`src/rtl/multi_digit_led_driver.sv`:
```
// Multiplexed 7-segment driver: converts a binary value to BCD with a
// sequential double-dabble FSM and scans the committed digits one per slot.
module multi_digit_led_driver #(
    parameter int unsigned DIGITS     = 4,
    parameter int unsigned DATA_W     = 14,
    parameter int unsigned SCAN_DIV   = 1000,
    parameter int unsigned ACTIVE_LOW = 0
) (
    input  logic              clk,
    input  logic              rst,
    input  logic [DATA_W-1:0] value_in,
    input  logic              load,
    input  logic              blank_lz,
    output logic              busy,
    output logic              done,
    output logic              ovf,
    output logic [6:0]        seg_out,
    output logic [DIGITS-1:0] digit_sel
);

    localparam int unsigned IDX_W   = (DIGITS > 1) ? $clog2(DIGITS) : 1;
    localparam int unsigned PRE_W   = $clog2(SCAN_DIV);
    localparam int unsigned STEP_W  = $clog2(DATA_W);
    // Enough BCD nibbles for 2^DATA_W-1, and never fewer than the display width.
    localparam int unsigned BCD_MIN = (DATA_W * 3) / 10 + 2;
    localparam int unsigned BCD_N   = (DIGITS > BCD_MIN) ? DIGITS : BCD_MIN;
    localparam int unsigned DD_W    = 4 * BCD_N + DATA_W;
    localparam logic        POL     = (ACTIVE_LOW != 0);

    function automatic logic [63:0] pow10(input int unsigned n);
        logic [63:0] r;
        r = 64'd1;
        for (int unsigned i = 0; i < n; i++) begin
            r = r * 64'd10;
        end
        return r;
    endfunction

    localparam logic [63:0] OVF_LIMIT = pow10(DIGITS);

    function automatic logic [6:0] seg7(input logic [3:0] code);
        logic [6:0] s;
        case (code)
            4'h0:    s = 7'b1111110;
            4'h1:    s = 7'b0110000;
            4'h2:    s = 7'b1101101;
            4'h3:    s = 7'b1111001;
            4'h4:    s = 7'b0110011;
            4'h5:    s = 7'b1011011;
            4'h6:    s = 7'b1011111;
            4'h7:    s = 7'b1110010;
            4'h8:    s = 7'b1111111;
            4'h9:    s = 7'b1111011;
            4'hE:    s = 7'b0000001;
            default: s = 7'b0000000;
        endcase
        return s;
    endfunction

    typedef enum logic [1:0] {
        StIdle,
        StConvert,
        StCommit
    } state_e;

    state_e              state_q, state_d;
    logic [STEP_W-1:0]   step_q, step_d;
    // {bcd nibbles, binary remainder} shifted together by double-dabble.
    logic [DD_W-1:0]     dd_q, dd_d, dd_adj;
    logic                blank_q, blank_d;
    logic                ovf_cap_q, ovf_cap_d;
    logic                done_q, done_d;
    logic                ovf_q, ovf_d;
    logic [3:0]          digit_q [DIGITS];
    logic [3:0]          digit_d [DIGITS];
    logic [3:0]          commit_code [DIGITS];
    logic                lead;
    logic [3:0]          nib;
    logic [PRE_W-1:0]    presc_q, presc_d;
    logic [IDX_W-1:0]    idx_q, idx_d;

    assign busy = (state_q != StIdle);
    assign done = done_q;
    assign ovf  = ovf_q;

    // Add-3 correction of every BCD nibble that is 5 or more.
    always_comb begin
        dd_adj = dd_q;
        for (int unsigned i = 0; i < BCD_N; i++) begin
            if (dd_q[DATA_W + 4*i +: 4] >= 4'd5) begin
                dd_adj[DATA_W + 4*i +: 4] = dd_q[DATA_W + 4*i +: 4] + 4'd3;
            end
        end
    end

    // Display codes produced at commit: dashes on overflow, else digits with
    // optional leading-zero blanking scanned from the top digit down.
    always_comb begin
        lead = blank_q;
        nib  = 4'd0;
        for (int unsigned i = 0; i < DIGITS; i++) begin
            commit_code[i] = 4'hF;
        end
        for (int i = int'(DIGITS) - 1; i >= 0; i--) begin
            nib = dd_q[DATA_W + 4*i +: 4];
            if (ovf_cap_q) begin
                commit_code[i] = 4'hE;
            end else if (lead && (i != 0) && (nib == 4'd0)) begin
                commit_code[i] = 4'hF;
            end else begin
                commit_code[i] = nib;
                lead = 1'b0;
            end
        end
    end

    // Conversion FSM next-state logic.
    always_comb begin
        state_d   = state_q;
        step_d    = step_q;
        dd_d      = dd_q;
        blank_d   = blank_q;
        ovf_cap_d = ovf_cap_q;
        done_d    = 1'b0;
        ovf_d     = ovf_q;
        digit_d   = digit_q;
        unique case (state_q)
            StIdle: begin
                if (load) begin
                    dd_d      = {{(4*BCD_N){1'b0}}, value_in};
                    blank_d   = blank_lz;
                    ovf_cap_d = (64'(value_in) >= OVF_LIMIT);
                    step_d    = '0;
                    state_d   = StConvert;
                end
            end
            StConvert: begin
                dd_d   = dd_adj << 1;
                step_d = step_q + 1'b1;
                if (step_q == STEP_W'(DATA_W - 1)) begin
                    state_d = StCommit;
                end
            end
            StCommit: begin
                digit_d = commit_code;
                ovf_d   = ovf_cap_q;
                done_d  = 1'b1;
                state_d = StIdle;
            end
            default: state_d = StIdle;
        endcase
    end

    // Conversion FSM and display digit registers.
    always_ff @(posedge clk or posedge rst) begin
        if (rst) begin
            state_q   <= StIdle;
            step_q    <= '0;
            dd_q      <= '0;
            blank_q   <= 1'b0;
            ovf_cap_q <= 1'b0;
            done_q    <= 1'b0;
            ovf_q     <= 1'b0;
            for (int unsigned i = 0; i < DIGITS; i++) begin
                digit_q[i] <= 4'hF;
            end
        end else begin
            state_q   <= state_d;
            step_q    <= step_d;
            dd_q      <= dd_d;
            blank_q   <= blank_d;
            ovf_cap_q <= ovf_cap_d;
            done_q    <= done_d;
            ovf_q     <= ovf_d;
            digit_q   <= digit_d;
        end
    end

    // Scan prescaler and digit index advance, free-running.
    always_comb begin
        presc_d = presc_q + 1'b1;
        idx_d   = idx_q;
        if (presc_q == PRE_W'(SCAN_DIV - 1)) begin
            presc_d = '0;
            idx_d   = (idx_q == IDX_W'(DIGITS - 1)) ? '0 : idx_q + 1'b1;
        end
    end

    // Scan counters plus the polarity-adjusted output register.
    always_ff @(posedge clk or posedge rst) begin
        if (rst) begin
            presc_q   <= '0;
            idx_q     <= '0;
            seg_out   <= {7{POL}};
            digit_sel <= DIGITS'(1) ^ {DIGITS{POL}};
        end else begin
            presc_q   <= presc_d;
            idx_q     <= idx_d;
            seg_out   <= seg7(digit_q[idx_q]) ^ {7{POL}};
            digit_sel <= (DIGITS'(1) << idx_q) ^ {DIGITS{POL}};
        end
    end

endmodule

```
`config.mk`:
```
export PLATFORM = sky130hd
export DESIGN_NAME = multi_digit_led_driver
export DESIGN_NICKNAME = d
export VERILOG_FILES = /design/src/rtl/multi_digit_led_driver.sv
export SDC_FILE = /design/constraint.sdc
export NUM_CORES = 1
export LEC_CHECK = 0
export BUFFER_PORTS_ARGS = -buffer_cell sky130_fd_sc_hd__buf_2
export CORE_MARGIN = 2
export CORE_UTILIZATION = 60
export DETAILED_ROUTE_END_ITERATION = 10
export PLACE_DENSITY = 0.78
export SLEW_MARGIN = 20
export SYNTH_ARGS = -nofsm -noshare
export SYNTH_HDL_FRONTEND = slang
export SYNTH_SLANG_ARGS = --single-unit
```
`constraint.sdc`:
```
create_clock -name clk -period 3.4 [get_ports clk]
set_input_delay 0.68 -clock clk [delete_from_list [all_inputs] [get_ports clk]]
set_output_delay 0.68 -clock clk [all_outputs]
set_load 0.005 [all_outputs]
```
# == After elaboration in Yosys (flattened, before gate mapping) ==
# Memory sizes are Yosys's and may differ from the RTL's. A register that Yosys moved wholly into a read port is not among the register bits.
# Index checks and enable logic that the tools add are counted.
# totals
reg_bits,80
rom_bits,112
inputBits,18
out_inout_bits,14
word_cells,83
n_memories,1
# memory_table
memory,words,width,rd,rd_ports_with_merged_regs,wr,line,rtl
(name not given),16,7,1,1,0,43,case (code)
# op_classes
add_sub_neg,9
order_cmp,8
eq_ne,7
n_shift,1
n_mux,30
bitwise_logic,1
reduce_logical,12
# op_table
operator,count
38-bit case mux with 2 select lines,1
4-bit two-way mux,15
38-bit two-way mux,1
4-bit by 3-bit greater-or-equal comparator with 1-bit output (second input constant),6
4-bit by 2-bit adder with 4-bit output (second input constant),5
14-bit greater-or-equal comparator (second input constant),1
4-bit logical NOT,3
10-bit by 1-bit adder with 10-bit output (second input constant),1
10-bit == test (second input constant),1
10-bit two-way mux,1
4-bit binary-select mux with 2-bit select,1
4-bit case mux with 2 select lines,1
2-bit two-way mux,3
2-bit AND reduction,3
1-bit two-way mux,5
4-bit by 1-bit adder with 4-bit output (second input constant),1
2-bit == test (second input constant),2
4-bit == test (second input constant),1
2-bit != test (second input constant),2
2-bit case mux with 2 select lines,1
2-bit nonzero test,2
1-bit by 2-bit left shift with 4-bit output (first input constant),1
3-bit by 2-bit adder with 3-bit output (second input constant),1
3-bit greater-or-equal comparator (second input constant),1
6 further kinds,8

# == Depth between registers and ports, before layout ==
# Gate-level depths: netlist of the first run.
# depth
depth_word,10
depth_mapped,8
depth_no_buf,7

# == Worst setup path before layout of the first run ==
# OpenSTA, ideal clock, no wires.
# synth_timing
path_kind,register to register
from,register idx_q[0]
to,register seg_out[3]
setup_ns,0.126
arrival_ns,1.627
t_required_ns,3.274
slack_ns,1.647
stages_incl_launch_ff,8
path_buffers,1
synth_period_minus_slack_ns,1.753
cell_sequence,dfrtp_1 -> buf_6 -> mux4_1 -> inv_1 -> ha_1 -> nor2_1 -> nor2_1 -> a21oi_1
# synth_via
elab_chain_len,4
# synth_lines
element,line,rtl
"start, declared",80,"logic [IDX_W-1:0] idx_q, idx_d;"
"start signal, assigned",198,idx_q <= idx_d;
2-bit inverter with 3-bit output (implied by the code),199,seg_out <= seg7(digit_q[idx_q]) ^ {7{POL}};
4-bit binary-select mux with 2-bit select,199,
4-bit two-way mux (implied by the code) (2 in series),199,
"end, declared",17,"output logic [6:0] seg_out,"
# Every way passes these cells. The select of a mux whose other input is x is not followed.
# A chain may end at the register's enable or synchronous reset.

# == Worst setup path after layout of the first run ==
# layout_timing
from,register state_q[1]
to,output busy
# layout_via
elab_chain_len,1
# layout_lines
element,line,rtl
"start, declared",66,"state_e state_q, state_d;"
"start signal, assigned",157,state_q <= StIdle;
"start signal, assigned",168,state_q <= state_d;
2-bit nonzero test,82,assign busy = (state_q != StIdle);
"end, declared",14,"output logic busy,"
# Every way passes these cells.

==> results of run 1 <==
## layer usage
metal / GRT usage [%] / share of wire, %
met1: 29.23 / 44
met3: 3.599 / 3.9
met4: 7.792 / 1.1
met2: 37.57 / 51
met5: 0 / 0
## worst max path at each step
stage,to,slack (ns),cells past startpoint
CTS,busy,1.06,3
floorplan,blank_q,0.72,1
global route,busy,0.94,3
detailed placement,dd_q[24],1.37,5
finish,busy,1.09,3
global placement,digit_q[11],1.38,4
## area by class of cell
class / instances / area, um^2 / area share (%)
inverter: 20 / 75.07 / 1.707
timing repair buffer: 34 / 190.2 / 4.326
tap: 77 / 96.34 / 2.191
clock inverter: 5 / 106.4 / 2.419
multi-input combinational: 275 / 1789 / 40.69
clock buffer: 11 / 141.4 / 3.216
sequential: 79 / 1998 / 45.45
## report_power, final
| group | internal (W) | switching (W) |
|---|---|---|
| clock | 0.000510 | 0.000339 |
| combinational | 0.000509 | 0.000585 |
| sequential | 0.00127 | 0.000279 |
## cells in the mapped netlist (all sizes together), types with 4 or more instances
| cell | number |
|---|---|
| ha | 24 |
| mux4 | 4 |
| dfstp | 17 |
| a21oi | 15 |
| nand3 | 9 |
| nand2 | 62 |
| and2 | 13 |
| nor2 | 18 |
| clkbuf | 9 |
| o21ai | 45 |
| o22a | 6 |
| nor3b | 7 |
| dfrtp | 62 |
| mux2 | 5 |
| xnor2 | 6 |
| buf | 10 |
| a31oi | 20 |
| inv | 20 |
| nand2b | 4 |
| o31ai | 5 |
## cell families (layout without fill, tap and decap cells)
| group | after synthesis | in the layout |
|---|---|---|
| AO/OA/AOI/OAI | 100 | 100 |
| XOR/XNOR | 9 | 9 |
| adder cells (fa/ha/maj) | 24 | 24 |
| buffers and inverters | 39 | 70 |
| flip-flops | 79 | 79 |
| multiplexers | 11 | 11 |
| AND/OR/NAND/NOR | 131 | 131 |
## registers in the layout, summed over array words and instances (netlist names), 2 cells and up
signal	count
dd_q	30
digit_q	16
digit_sel	4
idx_q	2
presc_q	10
seg_out	7
state_q	2
step_q	4
## critical path, stage by stage (launching register included)
cell,delay [ns]
dfrtp_1,0.68
inv_1,0.34
nand2_1,0.16
buf_2,0.12
## per-stage QoR
stage / cells / setup WS [ns] / utilization [%] / total power [W]
floorplan: 393 / 0.7248 / - / 0.002358
global placement: 485 / 1.382 / 65.34 / 0.002590
detailed placement: 485 / 1.369 / 65.34 / 0.002655
CTS: 501 / 1.057 / 69.24 / 0.003518
global route: 501 / 0.9371 / 69.24 / 0.003758
finish: 501 / 1.086 / 69.24 / 0.003493
==> impl_metrics.tcl, run 1 <==
set metrics [dict create \
    final_cell_area_um2 4397 \
    wire_per_inst_um 14.73 \
    dpl-instance-area_um2 4149 \
    crit_fanout 18 \
    vias_per_cell 5.788 \
    grt_pass1_vias 2736 \
    synth-simple-area-share_pct 16.07 \
    synthTopCellsByArea "dfrtp_1 (39%), dfstp_2 (11%), ha_1 (7.6%)" \
    area_growth_pct 11.17 \
    path_class "register to primary output" \
    hpwl_um 5065 \
    worstSetupEndpointType "primary output" \
    synth_edf_count 0 \
    clockBufferDepth 2 \
    r2r_end "digit_q[10]" \
    antenna_left 0 \
    async_flop_share_pct 100.0 \
    fin_nets 461 \
    r2r_slack_ns 1.40 \
    worstMarginPinSlew_ns 0.6752 \
    synth_top_cell_by_area "dfrtp_1" \
    cts_tree "done" \
    first_iter_violations 150 \
    clk_latency_ns 0.35 \
    synth-xor-area-share_pct 1.993 \
    drive_above_1_share_pct 18.40 \
    skew_ns 0.01009 \
    final_cell_mix "nand2_1 (62), dfrtp_1 (62), o21ai_0 (44)" \
    start_util_pct 62.29 \
    gp_congestion 0.8249 \
    die_x_um 85.19 \
    netlist_instances 393 \
    reg2reg_from "state_q[0]" \
    diodes 0 \
    synth_adder_area_share_pct 7.593 \
    clk_pin_slew_ns 0.09 \
    cts_made_buffers 9 \
    clock_sinks 79 \
    die-height_um 85.19 \
    setup_viol 0 \
    max_slew_margin_pct 54.92 \
    maxSlewViolCount 0 \
    synth_top_area_share_pct 39.23 \
    hold_class "input port to async pin" \
    synth_nets 435 \
    cap_violations 0 \
    synth.distinct_cells 46 \
    reg2reg_depth 4 \
    rsz0062_at_grt "no" \
    synth_compound_area_share_pct 15.00 \
    cp_data_arrival_time_ns 1.63 \
    antenna_found_initial 0 \
    ys_seq_area_share_pct 50.52 \
    die-area_um2 7257 \
    avgSynthCellArea_um2 10.06 \
    ys.flop_type "dfrtp_1" \
    hold_viol_final 0 \
    peakVddDrop_mv 0.4431 \
    gr-total-overflow 0 \
    drt_pre_antenna_iters 4 \
    status "finished clean" \
    cts_resized 0 \
    ctsHtreeMaxLevel 3 \
    routed_wl_um 7380 \
    vias 2900 \
    cts_root_buf "clkbuf_8" \
    grt_pass1_wl_um 12850 \
    fmaxAchievable_mhz 432.2 \
    core_area_um2 6350 \
    post-route-min-period_ns 2.314 \
    syn_area_um2 3955 \
    p_leak_nw 1.938 \
    setup.worst_path.start "state_q[1]" \
    io_pins 32 \
    port_buffers 31 \
    yosysWarnings 0 \
    yosys-mux-area-fraction_pct 4.492 \
    ys_seq_elements 79 \
    period_share_pct 68.06 \
    synth_top_family_by_area "simple AND/OR/NAND/NOR gates" \
    tns_ns 0 \
    post-cts-setup-buffer-count 0 \
    drc 0 \
    whs_ns 0.4328 \
    rows 29 \
    crit_path_start_kind "register" \
    nFillCells 481 \
    worstPathRequired_ns 2.72 \
    ctsHoldBuffers 0 \
    grt_use_total_pct 22.24 \
    cellPowerDensity_nw_per_um2 794.5 \
    grt_start_max_net_pins 50 \
]
No activity file was read; power rests on OpenSTA's default activity.
==> run 2: changes to the inputs <==
--- a/config.mk
+++ b/config.mk
@@ -7,9 +7,9 @@
 export LEC_CHECK = 0
 export BUFFER_PORTS_ARGS = -buffer_cell sky130_fd_sc_hd__buf_2
 export CORE_MARGIN = 2
-export CORE_UTILIZATION = 60
+export CORE_UTILIZATION = 54
 export DETAILED_ROUTE_END_ITERATION = 10
-export PLACE_DENSITY = 0.78
+export PLACE_DENSITY = 0.74
 export SLEW_MARGIN = 20
 export SYNTH_ARGS = -nofsm -noshare
 export SYNTH_HDL_FRONTEND = slang
==> constraint.sdc (replaced) <==
create_clock -name clk -period 1.9 [get_ports clk]
set_input_delay 0.38 -clock clk [delete_from_list [all_inputs] [get_ports clk]]
set_output_delay 0.38 -clock clk [all_outputs]
set_load 0.005 [all_outputs]
==> run 2 against run 1 <==
Against the previous run: largest power group unchanged; final area rose by 2.0%; die area rose by 11%; clock power rose by 54%; first-iteration DRC count fell by 25%; largest cell class unchanged; global-route usage fell by 1.8 points; sequential share of layout area fell by 0.87 points.
==> impl_metrics.tcl, run 2 (synthesis gave the netlist of run 1 again) <==
set metrics [dict create \
    vias 2889 \
    wire_per_inst_um 14.00 \
    status "finished clean" \
    diodes 0 \
    reg2reg_depth 6 \
    die-height_um 89.58 \
    drc 0 \
    max_slew_margin_pct 59.95 \
    hpwl_um 5323 \
    dpl-instance-area_um2 4273 \
    whs_ns 0.01795 \
    die-area_um2 8025 \
    clk_pin_slew_ns 0.09 \
    gr-total-overflow 0 \
    final_cell_area_um2 4486 \
    peakVddDrop_mv 0.6875 \
    antenna_found_initial 0 \
    clk_latency_ns 0.35 \
    cts_tree "done" \
    core_area_um2 7176 \
    largest_register_ffs 30 \
    cts_made_buffers 9 \
    p_leak_nw 1.964 \
    worstSetupEndpointType "register" \
    instances_no_fill 532 \
    antenna_left 0 \
    grt_pass1_wl_um 12810 \
    fmaxAchievable_mhz 559.1 \
    clockBufferDepth 2 \
    ctsHtreeMaxLevel 3 \
    tns_ns 0 \
    skew_ns 0.007788 \
    rows 31 \
    crit_path_start_kind "register" \
    vias_per_cell 5.430 \
    top_register "dd_q" \
    final_cell_mix "nand2_1 (62), dfrtp_1 (61), o21ai_0 (44)" \
    worstMarginPinSlew_ns 0.6007 \
    path_class "register to register" \
    cap_violations 0 \
    cts_root_buf "clkbuf_8" \
    port_buffers 31 \
    first_iter_violations 113 \
    fin_util_pct 62.51 \
    grt_pass1_vias 2772 \
    layout_commonest_cell "nand2_1" \
    grt_use_total_pct 20.43 \
    io_pins 32 \
    routed_wl_um 7450 \
    start_util_pct 55.12 \
    area_growth_pct 13.41 \
    period_share_pct 94.14 \
    fin_nets 470 \
    placed_cells 516 \
    hold_class "input port to async pin" \
    cp_data_arrival_time_ns 2.06 \
    reg2reg_from "dd_q[26]" \
    drive_above_1_share_pct 20.79 \
    reg_top3 "dd_q: 30 flops, digit_q: 16 flops, presc_q: 10 flops" \
    nFillCells 596 \
    rsz0062_at_grt "no" \
    drt_pre_antenna_iters 4 \
    post-cts-setup-buffer-count 0 \
    crit_fanout 4 \
    r2r_end "digit_q[9]" \
    gp_congestion 0.7853 \
    worstPathCellList "inv_1 -> ha_1 -> and4bb_1 -> and3_1 -> a311o_1 -> o22a_1" \
    die_x_um 89.58 \
    post-route-min-period_ns 1.789 \
    cellPowerDensity_nw_per_um2 1355 \
    cp_slowest_stage_delay_ns 0.41 \
    worstPathRequired_ns 2.17 \
    setup_viol 0 \
    grt_start_max_net_pins 37 \
    slowest_stage "dfrtp_1" \
    r2r_slack_ns 0.11 \
    hold_viol_final 0 \
    maxSlewViolCount 0 \
    clock_sinks 79 \
]
==> run 2: worst max-delay path by stage <==
stage / start / to / slack [ns] / cells past startpoint
2_1_floorplan: idx_q[0] / seg_out[3] / 0.15 / 7
3_3_place_gp: idx_q[0] / seg_out[3] / 0.12 / 6
3_5_place_dp: idx_q[0] / seg_out[6] / 0.06 / 6
4_1_cts: idx_q[0] / seg_out[6] / 0.05 / 6
5_1_grt: dd_q[26] / digit_q[5] / 0.006 / 6
6_report: dd_q[26] / digit_q[9] / 0.11 / 6
==> run 2: layout make-up <==
type	count	area [um^2]	share of cell area, %
inverters	20	78.83	1.757
clock inverters	5	63.81	1.423
well taps	99	123.9	2.762
repair buffers	43	282.8	6.304
clock buffers	11	151.4	3.375
multi-input cells	275	1785	39.80
flip-flops and latches	79	1999	44.57
==> run 2: power by group <==
group / internal [W] / switching, W / total (W)
Clock: 0.000688 / 0.000623 / 0.00131
Sequential: 0.00228 / 0.000444 / 0.00272
Combinational: 0.000956 / 0.00109 / 0.00205
==> run 2: what timing repair did <==
| action | in CTS | in global routing |
|---|---|---|
| hold buffers | 0 | 0 |
| gates resized for setup | 0 | 2 |
| setup endpoints to repair | 0 | 3 |
==> run 2: critical path, delay by kind of cell, from the launching register on <==
kind,cells,cell delay [ns]
compound gates,2,0.57
simple gates,2,0.44
flops,1,0.41
fa+ha+maj,1,0.19
buf+inv,1,0.10
==> run 2: metrics by stage <==
stage                     power, W  setup WS [ns]
final                     0.006077         0.1114
after global routing      0.006602       0.006076
after CTS                 0.006135        0.04639
after detailed placement  0.004808        0.05921
after global placement    0.004680         0.1176
after floorplan           0.004221         0.1467
==> run 2: layer usage <==
layer	up-vias	part of all wire, %	global-route usage [%]
met5	-	0	0
met4	0	0.95	6.377
met1	1408	46	27.39
met3	8	2.7	3.291
li1	1434	-	-
met2	39	51	34.22
